### config.mk
export PLATFORM = sky130hd
export DESIGN_NAME = hazard_scoreboard_ctrl
export DESIGN_NICKNAME = d
export VERILOG_FILES = /design/src/rtl/hazard_scoreboard_ctrl.sv
export SDC_FILE = /design/constraint.sdc
export NUM_CORES = 1
export LEC_CHECK = 0
export BUFFER_PORTS_ARGS = -buffer_cell sky130_fd_sc_hd__buf_2
export CAP_MARGIN = 20
export CORE_ASPECT_RATIO = 0.5
export CORE_MARGIN = 5
export CORE_UTILIZATION = 35
export DETAILED_ROUTE_END_ITERATION = 10
export PLACE_DENSITY = 0.57
export SYNTH_ARGS = -nofsm -noshare
export SYNTH_HDL_FRONTEND = slang
export SYNTH_SLANG_ARGS = --single-unit
### constraint.sdc
create_clock -name clk_i -period 5.7 [get_ports clk_i]
set_clock_uncertainty 0.1 [all_clocks]
set_input_delay 1.425 -clock clk_i [delete_from_list [all_inputs] [get_ports clk_i]]
set_output_delay 1.425 -clock clk_i [all_outputs]
set_load 0.02 [all_outputs]
### src/rtl/hazard_scoreboard_ctrl.sv
// Pipeline hazard/stall controller: pending-count scoreboard, RAW and saturation issue gating,
// memory-wait FSM with sticky watchdog. Optional macro HAZARD_SB_WB_BYPASS_EN: same-cycle final retire clears RAW.
module hazard_scoreboard_ctrl #(
  parameter int NUM_REGS    = 32,
  parameter int REG_ADDR_W  = 5,
  parameter int PEND_W      = 2,
  parameter int MEM_TIMEOUT = 64,
  parameter int TMO_W       = 7
) (
  input  logic                  clk_i,
  input  logic                  reset_i,
  input  logic                  id_valid_i,
  input  logic [REG_ADDR_W-1:0] id_rs1_i,
  input  logic                  id_rs1_used_i,
  input  logic [REG_ADDR_W-1:0] id_rs2_i,
  input  logic                  id_rs2_used_i,
  input  logic [REG_ADDR_W-1:0] id_rd_i,
  input  logic                  id_rd_we_i,
  input  logic                  ex_branch_taken_i,
  input  logic                  mem_req_i,
  input  logic                  mem_ready_i,
  input  logic                  wb_valid_i,
  input  logic [REG_ADDR_W-1:0] wb_rd_i,
  input  logic                  wb_rd_we_i,
  output logic                  issue_o,
  output logic                  if_stall_o,
  output logic                  id_stall_o,
  output logic                  ex_stall_o,
  output logic                  mem_stall_o,
  output logic                  if_id_flush_o,
  output logic                  id_ex_bubble_o,
  output logic                  mem_wb_bubble_o,
  output logic [1:0]            state_o,
  output logic                  busy_o,
  output logic                  mem_timeout_o,
  output logic                  sb_error_o
);

  localparam int                ADDR_N      = 2**REG_ADDR_W;
  localparam logic [PEND_W-1:0] PEND_MAX    = {PEND_W{1'b1}};
  localparam logic [PEND_W-1:0] PEND_ONE    = PEND_W'(1);
  localparam logic [1:0]        ST_RUN      = 2'd0;
  localparam logic [1:0]        ST_MEM_WAIT = 2'd1;
  localparam logic [TMO_W-1:0]  TMO_LIMIT   = TMO_W'(MEM_TIMEOUT);
  localparam logic [TMO_W-1:0]  TMO_ONE     = TMO_W'(1);

  logic [PEND_W-1:0] pend_q [ADDR_N];
  logic [PEND_W-1:0] pend_d [ADDR_N];
  logic [1:0]        state_q, state_d;
  logic [TMO_W-1:0]  tmo_q, tmo_d;
  logic              mem_timeout_q, mem_timeout_d;
  logic              sb_error_q, sb_error_d;

  logic [PEND_W-1:0] pend_rs1, pend_rs2, pend_rd, pend_wb;
  logic              rs1_hz, rs2_hz, raw, sat, mem_hold;
  logic              inc, dec, dec_err, busy;
  logic              issue, if_stall, id_stall, ex_stall, mem_stall;
  logic              if_id_flush, id_ex_bubble, mem_wb_bubble;

  assign pend_rs1 = pend_q[id_rs1_i];
  assign pend_rs2 = pend_q[id_rs2_i];
  assign pend_rd  = pend_q[id_rd_i];
  assign pend_wb  = pend_q[wb_rd_i];

  assign inc = issue && id_rd_we_i && (id_rd_i != '0);
  assign dec = wb_valid_i && wb_rd_we_i && (wb_rd_i != '0);

`ifdef HAZARD_SB_WB_BYPASS_EN
  // A retire that empties the counter this cycle is visible through the write-through register file.
  assign rs1_hz = id_rs1_used_i && (id_rs1_i != '0) && (pend_rs1 != '0)
                  && !(dec && (wb_rd_i == id_rs1_i) && (pend_rs1 == PEND_ONE));
  assign rs2_hz = id_rs2_used_i && (id_rs2_i != '0) && (pend_rs2 != '0)
                  && !(dec && (wb_rd_i == id_rs2_i) && (pend_rs2 == PEND_ONE));
`else
  assign rs1_hz = id_rs1_used_i && (id_rs1_i != '0) && (pend_rs1 != '0);
  assign rs2_hz = id_rs2_used_i && (id_rs2_i != '0) && (pend_rs2 != '0);
`endif

  assign raw      = rs1_hz || rs2_hz;
  assign sat      = id_rd_we_i && (id_rd_i != '0) && (pend_rd == PEND_MAX);
  assign mem_hold = ((state_q == ST_RUN) && mem_req_i && !mem_ready_i)
                    || ((state_q == ST_MEM_WAIT) && !mem_ready_i);

  // A simultaneous issue to the same register keeps a zero count legal.
  assign dec_err = dec && (pend_wb == '0) && !(inc && (id_rd_i == wb_rd_i));

  for (genvar gi = 0; gi < ADDR_N; gi++) begin : g_pend
    if (gi == 0 || gi >= NUM_REGS) begin : g_untracked
      assign pend_d[gi] = '0;
    end else begin : g_tracked
      logic inc_hit, dec_hit;
      assign inc_hit = inc && (id_rd_i == REG_ADDR_W'(gi));
      assign dec_hit = dec && (wb_rd_i == REG_ADDR_W'(gi));
      assign pend_d[gi] = (inc_hit && !dec_hit) ? pend_q[gi] + PEND_ONE
                        : (dec_hit && !inc_hit && pend_q[gi] != '0) ? pend_q[gi] - PEND_ONE
                        : pend_q[gi];
    end
  end

  always_comb begin
    busy = 1'b0;
    for (int i = 0; i < ADDR_N; i++) begin
      if (pend_q[i] != '0) busy = 1'b1;
    end
  end

  // State register process.
  always_ff @(posedge clk_i or posedge reset_i) begin
    if (reset_i) begin
      for (int i = 0; i < ADDR_N; i++) pend_q[i] <= '0;
      state_q       <= ST_RUN;
      tmo_q         <= '0;
      mem_timeout_q <= 1'b0;
      sb_error_q    <= 1'b0;
    end else begin
      pend_q        <= pend_d;
      state_q       <= state_d;
      tmo_q         <= tmo_d;
      mem_timeout_q <= mem_timeout_d;
      sb_error_q    <= sb_error_d;
    end
  end

  // Next-state process.
  always_comb begin
    state_d = state_q;
    tmo_d   = tmo_q;
    case (state_q)
      ST_RUN: begin
        tmo_d = '0;
        if (mem_req_i && !mem_ready_i) begin
          state_d = ST_MEM_WAIT;
          tmo_d   = TMO_ONE;
        end
      end
      ST_MEM_WAIT: begin
        if (mem_ready_i) begin
          state_d = ST_RUN;
          tmo_d   = '0;
        end else if (tmo_q != TMO_LIMIT) begin
          tmo_d = tmo_q + TMO_ONE;
        end
      end
      default: begin
        state_d = ST_RUN;
        tmo_d   = '0;
      end
    endcase
    mem_timeout_d = mem_timeout_q || ((state_d == ST_MEM_WAIT) && (tmo_d == TMO_LIMIT));
    sb_error_d    = sb_error_q || dec_err;
  end

  // Output process: memory hold outranks branch flush, which outranks hazard stall.
  always_comb begin
    issue         = 1'b0;
    if_stall      = 1'b0;
    id_stall      = 1'b0;
    ex_stall      = 1'b0;
    mem_stall     = 1'b0;
    if_id_flush   = 1'b0;
    id_ex_bubble  = 1'b0;
    mem_wb_bubble = 1'b0;
    if (mem_hold) begin
      if_stall      = 1'b1;
      id_stall      = 1'b1;
      ex_stall      = 1'b1;
      mem_stall     = 1'b1;
      mem_wb_bubble = 1'b1;
    end else if (ex_branch_taken_i) begin
      if_id_flush  = 1'b1;
      id_ex_bubble = 1'b1;
    end else if (id_valid_i && (raw || sat)) begin
      if_stall     = 1'b1;
      id_stall     = 1'b1;
      id_ex_bubble = 1'b1;
    end else begin
      issue = id_valid_i;
    end
  end

  assign issue_o         = !reset_i && issue;
  assign if_stall_o      = !reset_i && if_stall;
  assign id_stall_o      = !reset_i && id_stall;
  assign ex_stall_o      = !reset_i && ex_stall;
  assign mem_stall_o     = !reset_i && mem_stall;
  assign if_id_flush_o   = !reset_i && if_id_flush;
  assign id_ex_bubble_o  = !reset_i && id_ex_bubble;
  assign mem_wb_bubble_o = !reset_i && mem_wb_bubble;
  assign state_o         = reset_i ? ST_RUN : state_q;
  assign busy_o          = !reset_i && busy;
  assign mem_timeout_o   = !reset_i && mem_timeout_q;
  assign sb_error_o      = !reset_i && sb_error_q;

endmodule

==> impl_table.tex, run 1 <==
\begin{tabular}{lr}
\hline
Metric & Value \\
\hline
\multicolumn{2}{l}{\textbf{Worst setup path}} \\
\quad Required time of the critical path & approximately 4.2 ns \\
\quad Critical path cell sequence & buf\_2 -> nor2b\_1 -> a22o\_1 -> a21oi\_1 -> a41o\_1 -> o311ai\_1 -> and3\_4 -> nand2\_1 -> nor4b\_1 -> buf\_2 \\
\quad Register-to-Register Setup Slack & about 2.2 ns \\
\quad Cells on worst reg2reg path & 9 \\
\quad Worst-path cell with the longest stage delay & sky130\_fd\_sc\_hd\_\_o311ai\_1 \\
\quad Critical Path Most Common Cell & sky130\_fd\_sc\_hd\_\_buf\_2 \\
\quad Number of buffers and inverters on the critical path & 2 \\
\quad Worst Path Arrival & 3.81 ns \\
\quad Delay of the slowest cell on the worst path & about 0.43 ns \\
\quad Category of the most critical setup path & in -> out \\
\quad Worst setup SP type & input port \\
\quad Endpoint of the worst-slack reg-to-reg timing path & pend\_q[2] \\
\quad Crit path max fanout & 15 \\
\quad R2r startpoint & pend\_q[50] \\
\quad CP top delay family & simple AND/OR/NAND/NOR gates \\
\quad Type of element capturing the critical path & output port \\
\multicolumn{2}{l}{\textbf{Cells and area}} \\
\quad Count of non-filler cells in the finished layout & between 1000 and 1500 \\
\quad Ratio of cells with drive above 1 in the final layout & about 15\% \\
\quad Area added between synthesis and finish & 11.1\% \\
\quad Number of antenna diodes & 0 \\
\quad Final core area utilization & around 40\% \\
\quad Area taken by multi-input logic gates & roughly 4200 µm² \\
\quad Area taken by flip-flops and latches & roughly 1800 µm² \\
\quad Number of fill cells & between 1500 and 2000 \\
\quad Final nets & roughly 860 \\
\multicolumn{2}{l}{\textbf{Die}} \\
\quad Initial Utilization & 35.3\% \\
\quad Chip height & 106 µm \\
\quad Die Wd & 201 µm \\
\quad Full die area & between 20000 and 25000 µm² \\
\quad IO Pins & 44 \\
\quad Core Region & 18200 µm² \\
\quad Row cnt & 35 \\
\multicolumn{2}{l}{\textbf{Worst hold path}} \\
\quad Start point of the worst hold path & state\_q[1] \\
\quad Hold Crit Depth & 1 \\
\quad Hold-critical path endpoint & tmo\_q[0] \\
\quad Path type of the worst min-delay path & reg -> reg \\
\multicolumn{2}{l}{\textbf{Logic synthesis}} \\
\quad Fraction of the yosys area taken by sequential cells & 28.5\% \\
\quad Syn\_nets & approximately 840 \\
\quad Synth top area share & approximately 29\% \\
\quad Synth async-reset ratio & between 90\% and 100\% \\
\quad Post-Syn Area per Cell & $\sim$7.9 µm² \\
\quad Post-synth top area cell & sky130\_fd\_sc\_hd\_\_dfrtp\_1 \\
\quad Synth Flop Type & sky130\_fd\_sc\_hd\_\_dfrtp\_1 \\
\quad Number of storage elements in the synthesis netlist & 73 \\
\quad Yosys warns & 0 \\
\quad Synthesized cell area & roughly 6400 µm² \\
\quad Cells after synthesis & 810 \\
\quad Post-synth EDFFs & 0 \\
\quad Unique masters post-synth & 67 \\
\quad Cell types occupying the most area after synthesis & sky130\_fd\_sc\_hd\_\_dfrtp\_1 (29\%), sky130\_fd\_sc\_hd\_\_mux4\_2 (7.7\%), sky130\_fd\_sc\_hd\_\_nor2\_1 (7.4\%) \\
\multicolumn{2}{l}{\textbf{Route}} \\
\quad Router iterations before antenna repair & 6 \\
\quad Avg Vias per Cell & roughly 6.0 \\
\quad Antenna Nets Post-Route & 0 \\
\quad DRC Markers & 0 \\
\quad Detailed-route wire length per cell & 20.3 µm \\
\quad Via total after detailed routing & 6436 \\
\quad Total detailed-routing wirelength & $\sim$22 mm \\
\quad DR iter-0 viols & 669 \\
\multicolumn{2}{l}{\textbf{Clocking}} \\
\quad Num Clock Sinks & 73 \\
\quad Clock tree from TritonCTS & yes \\
\quad Clock transition time at the flip-flop clock pins of the worst setup and hold paths & 0.06 ns \\
\quad Hold bufs inserted after CTS & 0 \\
\quad Maximum level of the CTS H-tree & 3 \\
\quad CTS buffer count & 9 \\
\quad Number of gates given a new drive strength after cts & 0 \\
\quad Maximum buffer depth of the clock tree & 2 \\
\quad Later-pin clock latency in the skew report & roughly 0.34 ns \\
\quad Library cell used as clock root buffer & sky130\_fd\_sc\_hd\_\_clkbuf\_16 \\
\quad Number of buffers inserted to repair setup after CTS & 0 \\
\multicolumn{2}{l}{\textbf{Power}} \\
\quad Int Power & between 1000 and 1500 µW \\
\quad VDD IR-drop max & $\sim$0.00014 V \\
\quad Static Leak & about 0.003 µW \\
\quad Switching power total & 500 µW \\
\quad Switching power share of the total & 31.8\% \\
\quad Power density over the cells & 221 nW/µm² \\
\quad Portion of total power attributed to combinational logic & a little over a fifth \\
\quad Clock Power Share & between 40\% and 50\% \\
\quad Sequential share of power & approximately 38\% \\
\multicolumn{2}{l}{\textbf{Timing}} \\
\quad Maximum clock frequency & approximately 190 MHz \\
\quad Tmin final & $\sim$5.3 ns \\
\quad Max Slew Vio Count & 0 \\
\quad Final Hold Violating Endpoints & 0 \\
\quad Max-slew headroom at the worst pin & about a quarter \\
\quad Final Worst Setup Slack & $\sim$0.37 ns \\
\quad RSZ-0062 raised after global routing & no \\
\quad Final-layout worst hold slack & roughly 0.38 ns \\
\quad Worst-margin pin slew & around 1.1 ns \\
\quad Total Negative Setup Slacks & 0 ns \\
\quad Count of endpoints failing setup in the final report & 0 \\
\quad Final worst-path cycle share & between 90\% and 100\% \\
\multicolumn{2}{l}{\textbf{Place}} \\
\quad Final HPWL from detailed placement & $\sim$16 mm \\
\quad Worst-case setup slack after placement & 0.390 ns \\
\quad Gpl congestion & between 0.9 and 1 \\
\quad Number of placed instances with taps included & 1052 \\
\quad Number of buffers inserted by port buffering & 43 \\
\multicolumn{2}{l}{\textbf{GRT}} \\
\quad Maximum number of pins on one net before global-route repair & 74 \\
\quad Global-route wire length before repair & 33.9 mm \\
\quad Grt total ovfl & 0 \\
\quad Vias in the first global route & 5878 \\
\quad Initial antenna violation count & 0 \\
\quad Aggregate global-route resource usage & between 10\% and 20\% \\
\multicolumn{2}{l}{\textbf{Status}} \\
\quad Result of the run & complete, no violations \\
\multicolumn{2}{l}{\textbf{Run}} \\
\quad Max-cap violations & 0 \\
\hline
\end{tabular}
==> cells by family (layout without fill, tap and decap cells) <==
group                    after synthesis  count (layout)  share of synthesized area [%]
buffers and inverters                 77              96                           5.25
multiplexers                          65              65                           14.8
other                                  1               1                         0.0585
AND/OR/NAND/NOR                      406             406                           30.0
adder cells (fa/ha/maj)                2               2                          0.390
XOR/XNOR                              28              28                           3.83
AO/OA/AOI/OAI                        158             158                           17.1
flip-flops                            73              73                           28.5
==> power by group through the flow <==
stage	registers, µW	logic (µW)	clock network [µW]
3_5_place_dp	605	323	0
3_3_place_gp	606	320	0
6_report	598	332	641
4_1_cts	596	324	651
5_1_grt	603	358	675
2_1_floorplan	580	246	0
==> Yosys cell counts (4+ instances only) <==
library cell,n
sky130_fd_sc_hd__nor2_1,126
sky130_fd_sc_hd__nand2_1,104
sky130_fd_sc_hd__dfrtp_1,73
sky130_fd_sc_hd__nor3_1,45
sky130_fd_sc_hd__clkbuf_1,29
sky130_fd_sc_hd__nand3_1,29
sky130_fd_sc_hd__nand4_1,27
sky130_fd_sc_hd__a21oi_1,26
sky130_fd_sc_hd__o21ai_0,26
sky130_fd_sc_hd__inv_1,24
sky130_fd_sc_hd__mux2i_1,23
sky130_fd_sc_hd__mux4_2,22
sky130_fd_sc_hd__nor2b_1,18
sky130_fd_sc_hd__a22oi_1,17
sky130_fd_sc_hd__mux2_2,17
sky130_fd_sc_hd__xnor2_1,16
sky130_fd_sc_hd__a21o_1,14
sky130_fd_sc_hd__o22a_1,14
sky130_fd_sc_hd__buf_2,12
sky130_fd_sc_hd__xor2_1,12
sky130_fd_sc_hd__a21boi_0,10
sky130_fd_sc_hd__nand3b_1,9
sky130_fd_sc_hd__a31oi_1,8
sky130_fd_sc_hd__nor4_1,8
sky130_fd_sc_hd__a211oi_1,7
sky130_fd_sc_hd__nand2b_1,7
sky130_fd_sc_hd__and3_1,6
sky130_fd_sc_hd__or3_1,6
sky130_fd_sc_hd__buf_1,5
sky130_fd_sc_hd__buf_4,4
sky130_fd_sc_hd__nor4b_1,4
sky130_fd_sc_hd__o31ai_1,4
sky130_fd_sc_hd__or2_2,4
==> sequential cells by signal, summed over array words and instances (netlist names) <==
name / cells
state_q: 2
tmo_q: 7
sb_error_q: 1
mem_timeout_q: 1
pend_q: 62
==> metrics by stage <==
step                      power, µW  instance area [µm²]
after floorplan                 826                 6410
after global placement          925                 6770
after detailed placement        928                 6770
after CTS                      1570                 7100
after global routing           1630                 7120
final                          1570                 7120
==> layer usage <==
layer,part of all wire [%],vias up,global-route usage (%)
li1,-,2962,-
met5,0,-,0
met3,8.6,40,4.00
met2,44,313,30.7
met4,2.1,0,4.87
met1,45,3121,28.7
==> how the worst max path moves through the flow <==
stage / slack [ns] / depth (start not counted) / to / start
floorplan: 0.19 / 11 / issue_o / id_rd_i[0]
global placement: 0.50 / 10 / issue_o / id_rs1_i[1]
detailed placement: 0.39 / 10 / issue_o / id_rs1_i[1]
CTS: 0.39 / 10 / issue_o / id_rs1_i[1]
global route: 0.07 / 10 / issue_o / id_rs1_i[1]
finish: 0.37 / 10 / issue_o / id_rs1_i[1]
==> placed cells by master, fill, tap and decap left out, types with 3 or more instances in the layout <==
| master | count |
|---|---|
| sky130_fd_sc_hd__a211oi_1 | 7 |
| sky130_fd_sc_hd__nor3_1 | 45 |
| sky130_fd_sc_hd__o21ai_0 | 26 |
| sky130_fd_sc_hd__nor4_1 | 8 |
| sky130_fd_sc_hd__xnor2_1 | 16 |
| sky130_fd_sc_hd__or2_2 | 4 |
| sky130_fd_sc_hd__o31ai_1 | 4 |
| sky130_fd_sc_hd__o22a_1 | 14 |
| sky130_fd_sc_hd__buf_2 | 43 |
| sky130_fd_sc_hd__mux2_1 | 3 |
| sky130_fd_sc_hd__buf_4 | 11 |
| sky130_fd_sc_hd__a21oi_1 | 26 |
| sky130_fd_sc_hd__nand2_1 | 104 |
| sky130_fd_sc_hd__a21o_1 | 14 |
| sky130_fd_sc_hd__xor2_1 | 12 |
| sky130_fd_sc_hd__nor2_1 | 126 |
| sky130_fd_sc_hd__nand3_1 | 29 |
| sky130_fd_sc_hd__inv_1 | 23 |
| sky130_fd_sc_hd__a22oi_1 | 17 |
| sky130_fd_sc_hd__a21boi_1 | 3 |
| sky130_fd_sc_hd__clkbuf_16 | 9 |
| sky130_fd_sc_hd__nand3b_1 | 9 |
| sky130_fd_sc_hd__a31oi_1 | 8 |
| sky130_fd_sc_hd__nand4_1 | 27 |
| sky130_fd_sc_hd__and3_1 | 6 |
| sky130_fd_sc_hd__mux4_2 | 22 |
| sky130_fd_sc_hd__nand2b_1 | 7 |
| sky130_fd_sc_hd__nor3b_1 | 3 |
| sky130_fd_sc_hd__nor4b_1 | 4 |
| sky130_fd_sc_hd__o211ai_1 | 3 |
| sky130_fd_sc_hd__mux2i_1 | 23 |
| sky130_fd_sc_hd__or3_1 | 6 |
| sky130_fd_sc_hd__dfrtp_1 | 73 |
| sky130_fd_sc_hd__mux2_2 | 17 |
| sky130_fd_sc_hd__nor2b_1 | 18 |
| sky130_fd_sc_hd__a21boi_0 | 10 |
==> layout make-up <==
| class | instances | share of cell area, % |
|---|---|---|
| clock buffers | 10 | 3.36 |
| repair buffers | 55 | 4.47 |
| inverters | 25 | 1.37 |
| clock inverters | 6 | 1.27 |
| multi-input cells | 660 | 59.7 |
| well taps | 240 | 4.22 |
| flip-flops and latches | 73 | 25.7 |
Note: power is estimated with default switching activity, not from simulation.
==> run 2, diff against run 1 <==
CORE_UTILIZATION = 39   (was 35)
PLACE_DENSITY = 0.62   (was 0.57)
==> impl_table.tex, run 2 (synthesis results as in run 1) <==
\begin{tabular}{lr}
\hline
Metric & Value \\
\hline
\multicolumn{2}{l}{\textbf{Power}} \\
\quad Power density over the cells & 214 nW/µm² (-3.2\%) \\
\quad VDD IR-drop max & 0.000130 V (-4.8\%) \\
\quad Static Leak & 0.00301 µW (-0.31\%) \\
\multicolumn{2}{l}{\textbf{Route}} \\
\quad Antenna Nets Post-Route & 0 (unchanged) \\
\quad DR iter-0 viols & 851 (+27\%) \\
\quad DRC Markers & 0 (unchanged) \\
\quad Router iterations before antenna repair & 5 (-1) \\
\quad Total detailed-routing wirelength & 21.3 mm (-1.8\%) \\
\quad Via total after detailed routing & 6533 (+1.5\%) \\
\quad Detailed-route wire length per cell & 20.2 µm (-0.56\%) \\
\quad Avg Vias per Cell & 6.19 (+2.8\%) \\
\multicolumn{2}{l}{\textbf{Worst setup path}} \\
\quad Worst setup SP type & input port \\
\quad Crit path max fanout & 15 (unchanged) \\
\quad Setup crit start & id\_rs1\_i[1] \\
\quad Endpoint of the worst-slack reg-to-reg timing path & pend\_q[14] \\
\quad Worst Path Arrival & 3.76 ns (-0.05 ns) \\
\quad Delay of the slowest cell on the worst path & 0.41 ns (-0.02 ns) \\
\quad CP top delay family & simple AND/OR/NAND/NOR gates \\
\quad Number of buffers and inverters on the critical path & 2 (unchanged) \\
\quad Worst-path cell with the longest stage delay & sky130\_fd\_sc\_hd\_\_o311ai\_1 \\
\quad Category of the most critical setup path & in -> out \\
\quad Critical Path Most Common Cell & sky130\_fd\_sc\_hd\_\_buf\_2 \\
\quad Critical path cell sequence & buf\_2 -> nor2b\_1 -> a22o\_1 -> a21oi\_1 -> a41o\_1 -> o311ai\_1 -> and3\_4 -> nand2\_1 -> nor4b\_1 -> buf\_2 \\
\quad Cells on worst reg2reg path & 9 (unchanged) \\
\quad Register-to-Register Setup Slack & 2.18 ns (about the same) \\
\quad R2r startpoint & pend\_q[2] \\
\quad Total number of cells along the worst setup path & 10 (unchanged) \\
\quad Capture point of the critical path & issue\_o \\
\quad Required time of the critical path & 4.18 ns (about the same) \\
\quad Type of element capturing the critical path & output port \\
\multicolumn{2}{l}{\textbf{Clocking}} \\
\quad Library cell used as clock root buffer & sky130\_fd\_sc\_hd\_\_clkbuf\_16 \\
\quad Later-pin clock latency in the skew report & 0.34 ns (about the same) \\
\quad Clock transition time at the flip-flop clock pins of the worst setup and hold paths & 0.06 ns (about the same) \\
\quad Num Clock Sinks & 73 (unchanged) \\
\quad Number of buffers inserted to repair setup after CTS & 0 (unchanged) \\
\quad Clock tree from TritonCTS & yes \\
\quad Maximum buffer depth of the clock tree & 2 (unchanged) \\
\quad Hold bufs inserted after CTS & 0 (unchanged) \\
\quad Maximum level of the CTS H-tree & 3 (unchanged) \\
\quad Number of gates given a new drive strength after cts & 0 (unchanged) \\
\quad CTS buffer count & 9 (unchanged) \\
\multicolumn{2}{l}{\textbf{GRT}} \\
\quad Initial antenna violation count & 0 (unchanged) \\
\quad Aggregate global-route resource usage & 22.5\% (+2.5 points) \\
\quad Maximum number of pins on one net before global-route repair & 74 (unchanged) \\
\quad Vias in the first global route & 6199 (+5.5\%) \\
\quad Grt total ovfl & 0 (unchanged) \\
\quad Global-route wire length before repair & 34.1 mm (+0.45\%) \\
\multicolumn{2}{l}{\textbf{Cells and area}} \\
\quad Number of antenna diodes & 0 (unchanged) \\
\quad Area added between synthesis and finish & 10.4\% \\
\quad Ratio of cells with drive above 1 in the final layout & 14.6\% (unchanged) \\
\quad Most common library cell in the layout ignoring fill and taps & sky130\_fd\_sc\_hd\_\_nor2\_1 \\
\quad Register containing the most flip-flops in the final layout & pend\_q \\
\quad Flip-flop count of the largest register after layout & 62 (unchanged) \\
\quad Registers with the most flip-flops & pend\_q (62), tmo\_q (7), state\_q (2) \\
\quad Final nets & 858 (+0.12\%) \\
\quad Leading cell types in the layout, fill and taps excluded & sky130\_fd\_sc\_hd\_\_nor2\_1 (126), sky130\_fd\_sc\_hd\_\_nand2\_1 (104), sky130\_fd\_sc\_hd\_\_dfrtp\_1 (73), sky130\_fd\_sc\_hd\_\_nor3\_1 (45), sky130\_fd\_sc\_hd\_\_buf\_2 (43) \\
\multicolumn{2}{l}{\textbf{Status}} \\
\quad Result of the run & complete, no violations \\
\multicolumn{2}{l}{\textbf{Timing}} \\
\quad Max-slew headroom at the worst pin & 51.6\% (+26 points) \\
\quad Final worst-path cycle share & 92.8\% (-0.80 points) \\
\quad Maximum clock frequency & 189 MHz (+0.86\%) \\
\quad Worst-margin pin slew & 0.726 ns (-0.385 ns) \\
\quad Tmin final & 5.29 ns (-0.0455 ns) \\
\quad Total Negative Setup Slacks & 0 ns (unchanged) \\
\quad Final Hold Violating Endpoints & 0 (unchanged) \\
\quad Max Slew Vio Count & 0 (unchanged) \\
\quad Count of endpoints failing setup in the final report & 0 (unchanged) \\
\quad RSZ-0062 raised after global routing & no \\
\quad Final-layout worst hold slack & 0.351 ns (-0.0312 ns) \\
\multicolumn{2}{l}{\textbf{Die}} \\
\quad Initial Utilization & 39.5\% (+4.2 points) \\
\quad Row cnt & 33 (-5.7\%) \\
\quad Chip height & 101 µm (-4.8\%) \\
\quad Full die area & 19300 µm² (-9.5\%) \\
\quad Core Region & 16200 µm² (-11\%) \\
\quad Die Wd & 191 µm (-5.0\%) \\
\quad IO Pins & 44 (unchanged) \\
\multicolumn{2}{l}{\textbf{Place}} \\
\quad Number of buffers inserted by port buffering & 43 (unchanged) \\
\quad Final HPWL from detailed placement & 16.0 mm (-2.6\%) \\
\quad Gpl congestion & 0.994 (+2.4\%) \\
\multicolumn{2}{l}{\textbf{Worst hold path}} \\
\quad Path type of the worst min-delay path & reg -> reg \\
\multicolumn{2}{l}{\textbf{Run}} \\
\quad Max-cap violations & 0 (unchanged) \\
\hline
\end{tabular}
## run 2: cell count changes in the layout (fill, tap and decap cells not counted)
| cell | delta |
|---|---|
| sky130_fd_sc_hd__bufinv_16 | -1 |
| sky130_fd_sc_hd__buf_4 | +1 |
| sky130_fd_sc_hd__clkinv_2 | +1 |
| sky130_fd_sc_hd__inv_6 | -1 |
## run 2: how the worst min path moves through the flow
stage	start	endpoint	slack, ns	cells after the start
6_report	mem_timeout_q	mem_timeout_q	0.35	1
5_1_grt	mem_timeout_q	mem_timeout_q	0.38	1
4_1_cts	mem_timeout_q	mem_timeout_q	0.35	1
3_5_place_dp	mem_timeout_q	mem_timeout_q	0.34	1
3_3_place_gp	mem_timeout_q	mem_timeout_q	0.34	1
2_1_floorplan	mem_timeout_q	mem_timeout_q	0.32	1
## run 2: layout make-up
cell class | instances | area, µm²
inverter | 25 | 97.6
sequential | 73 | 1830
multi-input combinational | 660 | 4250
timing repair buffer | 56 | 325
tap | 227 | 284
clock buffer | 10 | 239
clock inverter | 5 | 56.3
fill | 1631 | 9150
## run 2: per-stage QoR
stage          worst slack [ns]  power, µW  util [%]  instances  cell area (µm²)
5_1_grt                   0.203       1570      43.6       1056             7070
2_1_floorplan             0.186        826         -        810             6410
4_1_cts                   0.428       1510      43.5       1055             7050
3_3_place_gp              0.479        923      41.7       1040             6760
6_report                  0.412       1510      43.6       1056             7070
3_5_place_dp              0.427        928      41.7       1040             6760
## run 2: routing by layer
metal	share of wire [%]	GRT usage (%)	up-vias
li1	-	-	2968
met1	43	30.6	3193
met2	45	35.3	325
met3	10	6.02	47
met4	2.3	6.67	0
met5	0	0	-
## run 2: report_power, final
group	total [µW]	internal [µW]	switching (µW)	leakage [µW]
clock	581	348	233	0.000144
sequential	598	545	52.5	0.000998
combinational	332	129	203	0.00187
==> run 3, diff against run 2 <==
CORE_UTILIZATION = 32   (was 39)
PLACE_DENSITY = 0.54   (was 0.62)
==> impl_table.tex, run 3 (synthesis results as in run 1) <==
\begin{tabular}{lr}
\hline
Metric & Value \\
\hline
\multicolumn{2}{l}{\textbf{Place}} \\
\quad Number of buffers inserted by port buffering & 43 (unchanged) \\
\quad Final HPWL from detailed placement & 16.6 mm (+3.6\%) \\
\quad Gpl congestion & 0.982 (-1.2\%) \\
\quad Area after DPL & 6800 µm² (+0.61\%) \\
\multicolumn{2}{l}{\textbf{Timing}} \\
\quad Worst-margin pin slew & 0.962 ns (+0.236 ns) \\
\quad Max-slew headroom at the worst pin & 35.2\% (-16 points) \\
\quad Total Negative Setup Slacks & 0 ns (unchanged) \\
\quad Tmin final & 5.32 ns (+0.0331 ns) \\
\quad Final worst-path cycle share & 93.4\% (+0.58 points) \\
\quad RSZ-0062 raised after global routing & no \\
\quad Maximum clock frequency & 188 MHz (-0.62\%) \\
\quad Max Slew Vio Count & 0 (unchanged) \\
\quad Final Hold Violating Endpoints & 0 (unchanged) \\
\quad Count of endpoints failing setup in the final report & 0 (unchanged) \\
\multicolumn{2}{l}{\textbf{GRT}} \\
\quad Global routing met2 resource utilization & 30.3\% (-5.0 points) \\
\quad Met3 demand-to-capacity share in global routing & 4.21\% (-1.8 points) \\
\quad Grt total ovfl & 0 (unchanged) \\
\quad Global-route wire length before repair & 34.5 mm (+1.2\%) \\
\quad Met1 track demand over resource in global routing & 26.4\% (-4.2 points) \\
\quad Busiest layer in global routing & met2 \\
\quad Aggregate global-route resource usage & 19.2\% (-3.3 points) \\
\quad Maximum number of pins on one net before global-route repair & 74 (unchanged) \\
\quad Vias in the first global route & 6204 (+0.081\%) \\
\quad Initial antenna violation count & 0 (unchanged) \\
\multicolumn{2}{l}{\textbf{Worst setup path}} \\
\quad Critical Path Most Common Cell & sky130\_fd\_sc\_hd\_\_buf\_2 \\
\quad Required time of the critical path & 4.18 ns (about the same) \\
\quad Worst-path cell with the longest stage delay & sky130\_fd\_sc\_hd\_\_o311ai\_1 \\
\quad Crit path max fanout & 15 (unchanged) \\
\quad Register-to-Register Setup Slack & 2.17 ns (about the same) \\
\quad Delay of the slowest cell on the worst path & 0.41 ns (about the same) \\
\quad Worst Path Arrival & 3.80 ns (+0.04 ns) \\
\quad Worst setup SP type & input port \\
\quad Cells on worst reg2reg path & 9 (unchanged) \\
\quad Critical path cell sequence & buf\_2 -> nor2b\_1 -> a22o\_1 -> a21oi\_1 -> a41o\_1 -> o311ai\_1 -> and3\_4 -> nand2\_1 -> nor4b\_1 -> buf\_2 \\
\quad Category of the most critical setup path & in -> out \\
\quad Type of element capturing the critical path & output port \\
\multicolumn{2}{l}{\textbf{Cells and area}} \\
\quad Register containing the most flip-flops in the final layout & pend\_q \\
\quad Flip-flop count of the largest register after layout & 62 (unchanged) \\
\quad Registers with the most flip-flops & pend\_q (62), tmo\_q (7), state\_q (2) \\
\quad Leading cell types in the layout, fill and taps excluded & sky130\_fd\_sc\_hd\_\_nor2\_1 (126), sky130\_fd\_sc\_hd\_\_nand2\_1 (104), sky130\_fd\_sc\_hd\_\_dfrtp\_1 (73), sky130\_fd\_sc\_hd\_\_nor3\_1 (45), sky130\_fd\_sc\_hd\_\_buf\_2 (43) \\
\quad Final std cell area, no fill & 7130 µm² (+0.85\%) \\
\quad Number of antenna diodes & 0 (unchanged) \\
\quad Most common library cell in the layout ignoring fill and taps & sky130\_fd\_sc\_hd\_\_nor2\_1 \\
\quad Ratio of cells with drive above 1 in the final layout & 14.6\% (unchanged) \\
\quad Final nets & 857 (-0.12\%) \\
\quad Area added between synthesis and finish & 11.3\% \\
\multicolumn{2}{l}{\textbf{Route}} \\
\quad Avg Vias per Cell & 5.87 (-5.1\%) \\
\quad Via total after detailed routing & 6428 (-1.6\%) \\
\quad DR iter-0 viols & 591 (-31\%) \\
\quad Antenna Nets Post-Route & 0 (unchanged) \\
\quad Total detailed-routing wirelength & 21.9 mm (+2.8\%) \\
\quad Router iterations before antenna repair & 5 (unchanged) \\
\quad Detailed-route wire length per cell & 20.0 µm (-0.88\%) \\
\quad DRC Markers & 0 (unchanged) \\
\multicolumn{2}{l}{\textbf{Clocking}} \\
\quad Number of buffers inserted to repair setup after CTS & 0 (unchanged) \\
\quad Num Clock Sinks & 73 (unchanged) \\
\quad Clock transition time at the flip-flop clock pins of the worst setup and hold paths & 0.06 ns (about the same) \\
\quad Later-pin clock latency in the skew report & 0.36 ns (+0.02 ns) \\
\quad Maximum buffer depth of the clock tree & 2 (unchanged) \\
\quad Maximum level of the CTS H-tree & 3 (unchanged) \\
\quad Library cell used as clock root buffer & sky130\_fd\_sc\_hd\_\_clkbuf\_16 \\
\quad Clock tree from TritonCTS & yes \\
\quad CTS buffer count & 9 (unchanged) \\
\quad Number of gates given a new drive strength after cts & 0 (unchanged) \\
\quad Hold bufs inserted after CTS & 0 (unchanged) \\
\multicolumn{2}{l}{\textbf{Die}} \\
\quad Full die area & 23100 µm² (+20\%) \\
\quad Chip height & 110 µm (+9.4\%) \\
\quad Row cnt & 36 (+9.1\%) \\
\quad Initial Utilization & 32.8\% (-6.7 points) \\
\quad Die Wd & 210 µm (+9.9\%) \\
\quad Core Region & 19500 µm² (+20\%) \\
\quad IO Pins & 44 (unchanged) \\
\multicolumn{2}{l}{\textbf{Worst hold path}} \\
\quad Hold Crit Depth & 1 (unchanged) \\
\quad Path type of the worst min-delay path & reg -> reg \\
\multicolumn{2}{l}{\textbf{Status}} \\
\quad Result of the run & complete, no violations \\
\multicolumn{2}{l}{\textbf{Power}} \\
\quad Static Leak & 0.00301 µW (about the same) \\
\quad Power density over the cells & 215 nW/µm² (+0.59\%) \\
\quad VDD IR-drop max & 0.000102 V (-22\%) \\
\multicolumn{2}{l}{\textbf{Run}} \\
\quad Max-cap violations & 0 (unchanged) \\
\hline
\end{tabular}
## run 3: critical path: cells and delay by family
| kind | cells | cell delay, ns |
|---|---|---|
| AO/OA/AOI/OAI | 4 | 0.89 |
| buffers and inverters | 2 | 0.49 |
| AND/OR/NAND/NOR | 4 | 0.98 |
## run 3: final cells by class
class                      count  area [µm²]
sequential                    73        1830
multi-input combinational    660        4250
tap                          266         333
clock inverter                 6        67.6
fill                        2060       12400
inverter                      25        97.6
clock buffer                  10         239
timing repair buffer          55         325
## run 3: layer usage
layer  routed length, µm  up-vias  part of all wire (%)
met4                 451        0                   2.1
met2                9850      249                    45
li1                    -     2960                     -
met5                   0        -                     0
met1               10100     3174                    46
met3                1560       45                   7.1
## run 3: report_power, final
| part | leakage (µW) | internal [µW] | switching, µW |
|---|---|---|---|
| Sequential | 0.000998 | 545 | 53.4 |
| Clock | 0.000145 | 352 | 248 |
| Combinational | 0.00187 | 129 | 205 |
| Total | 0.00301 | 1030 | 507 |
## run 3: through the flow
step | setup WS, ns | power, µW | hold WS [ns] | instances | util [%]
final | 0.379 | 1530 | 0.347 | 1095 | 36.5
after floorplan | 0.186 | 826 | 0.320 | 810 | -
after detailed placement | 0.428 | 931 | 0.338 | 1078 | 34.8
after CTS | 0.422 | 1540 | 0.353 | 1094 | 36.4
after global placement | 0.513 | 929 | 0.341 | 1078 | 34.8
after global routing | 0.0765 | 1600 | 0.375 | 1095 | 36.5
## run 3: final timing paths
| check | endpoint | startpoint |
|---|---|---|
| max in group asynchronous | pend_q[43] | reset_i |
| min in group asynchronous | pend_q[20] | reset_i |
| worst max register to register | pend_q[14] | pend_q[3] |
| worst min register to register | mem_timeout_q | mem_timeout_q |
| worst max-delay path | issue_o | id_rs1_i[1] |
| worst min-delay path | mem_timeout_q | mem_timeout_q |
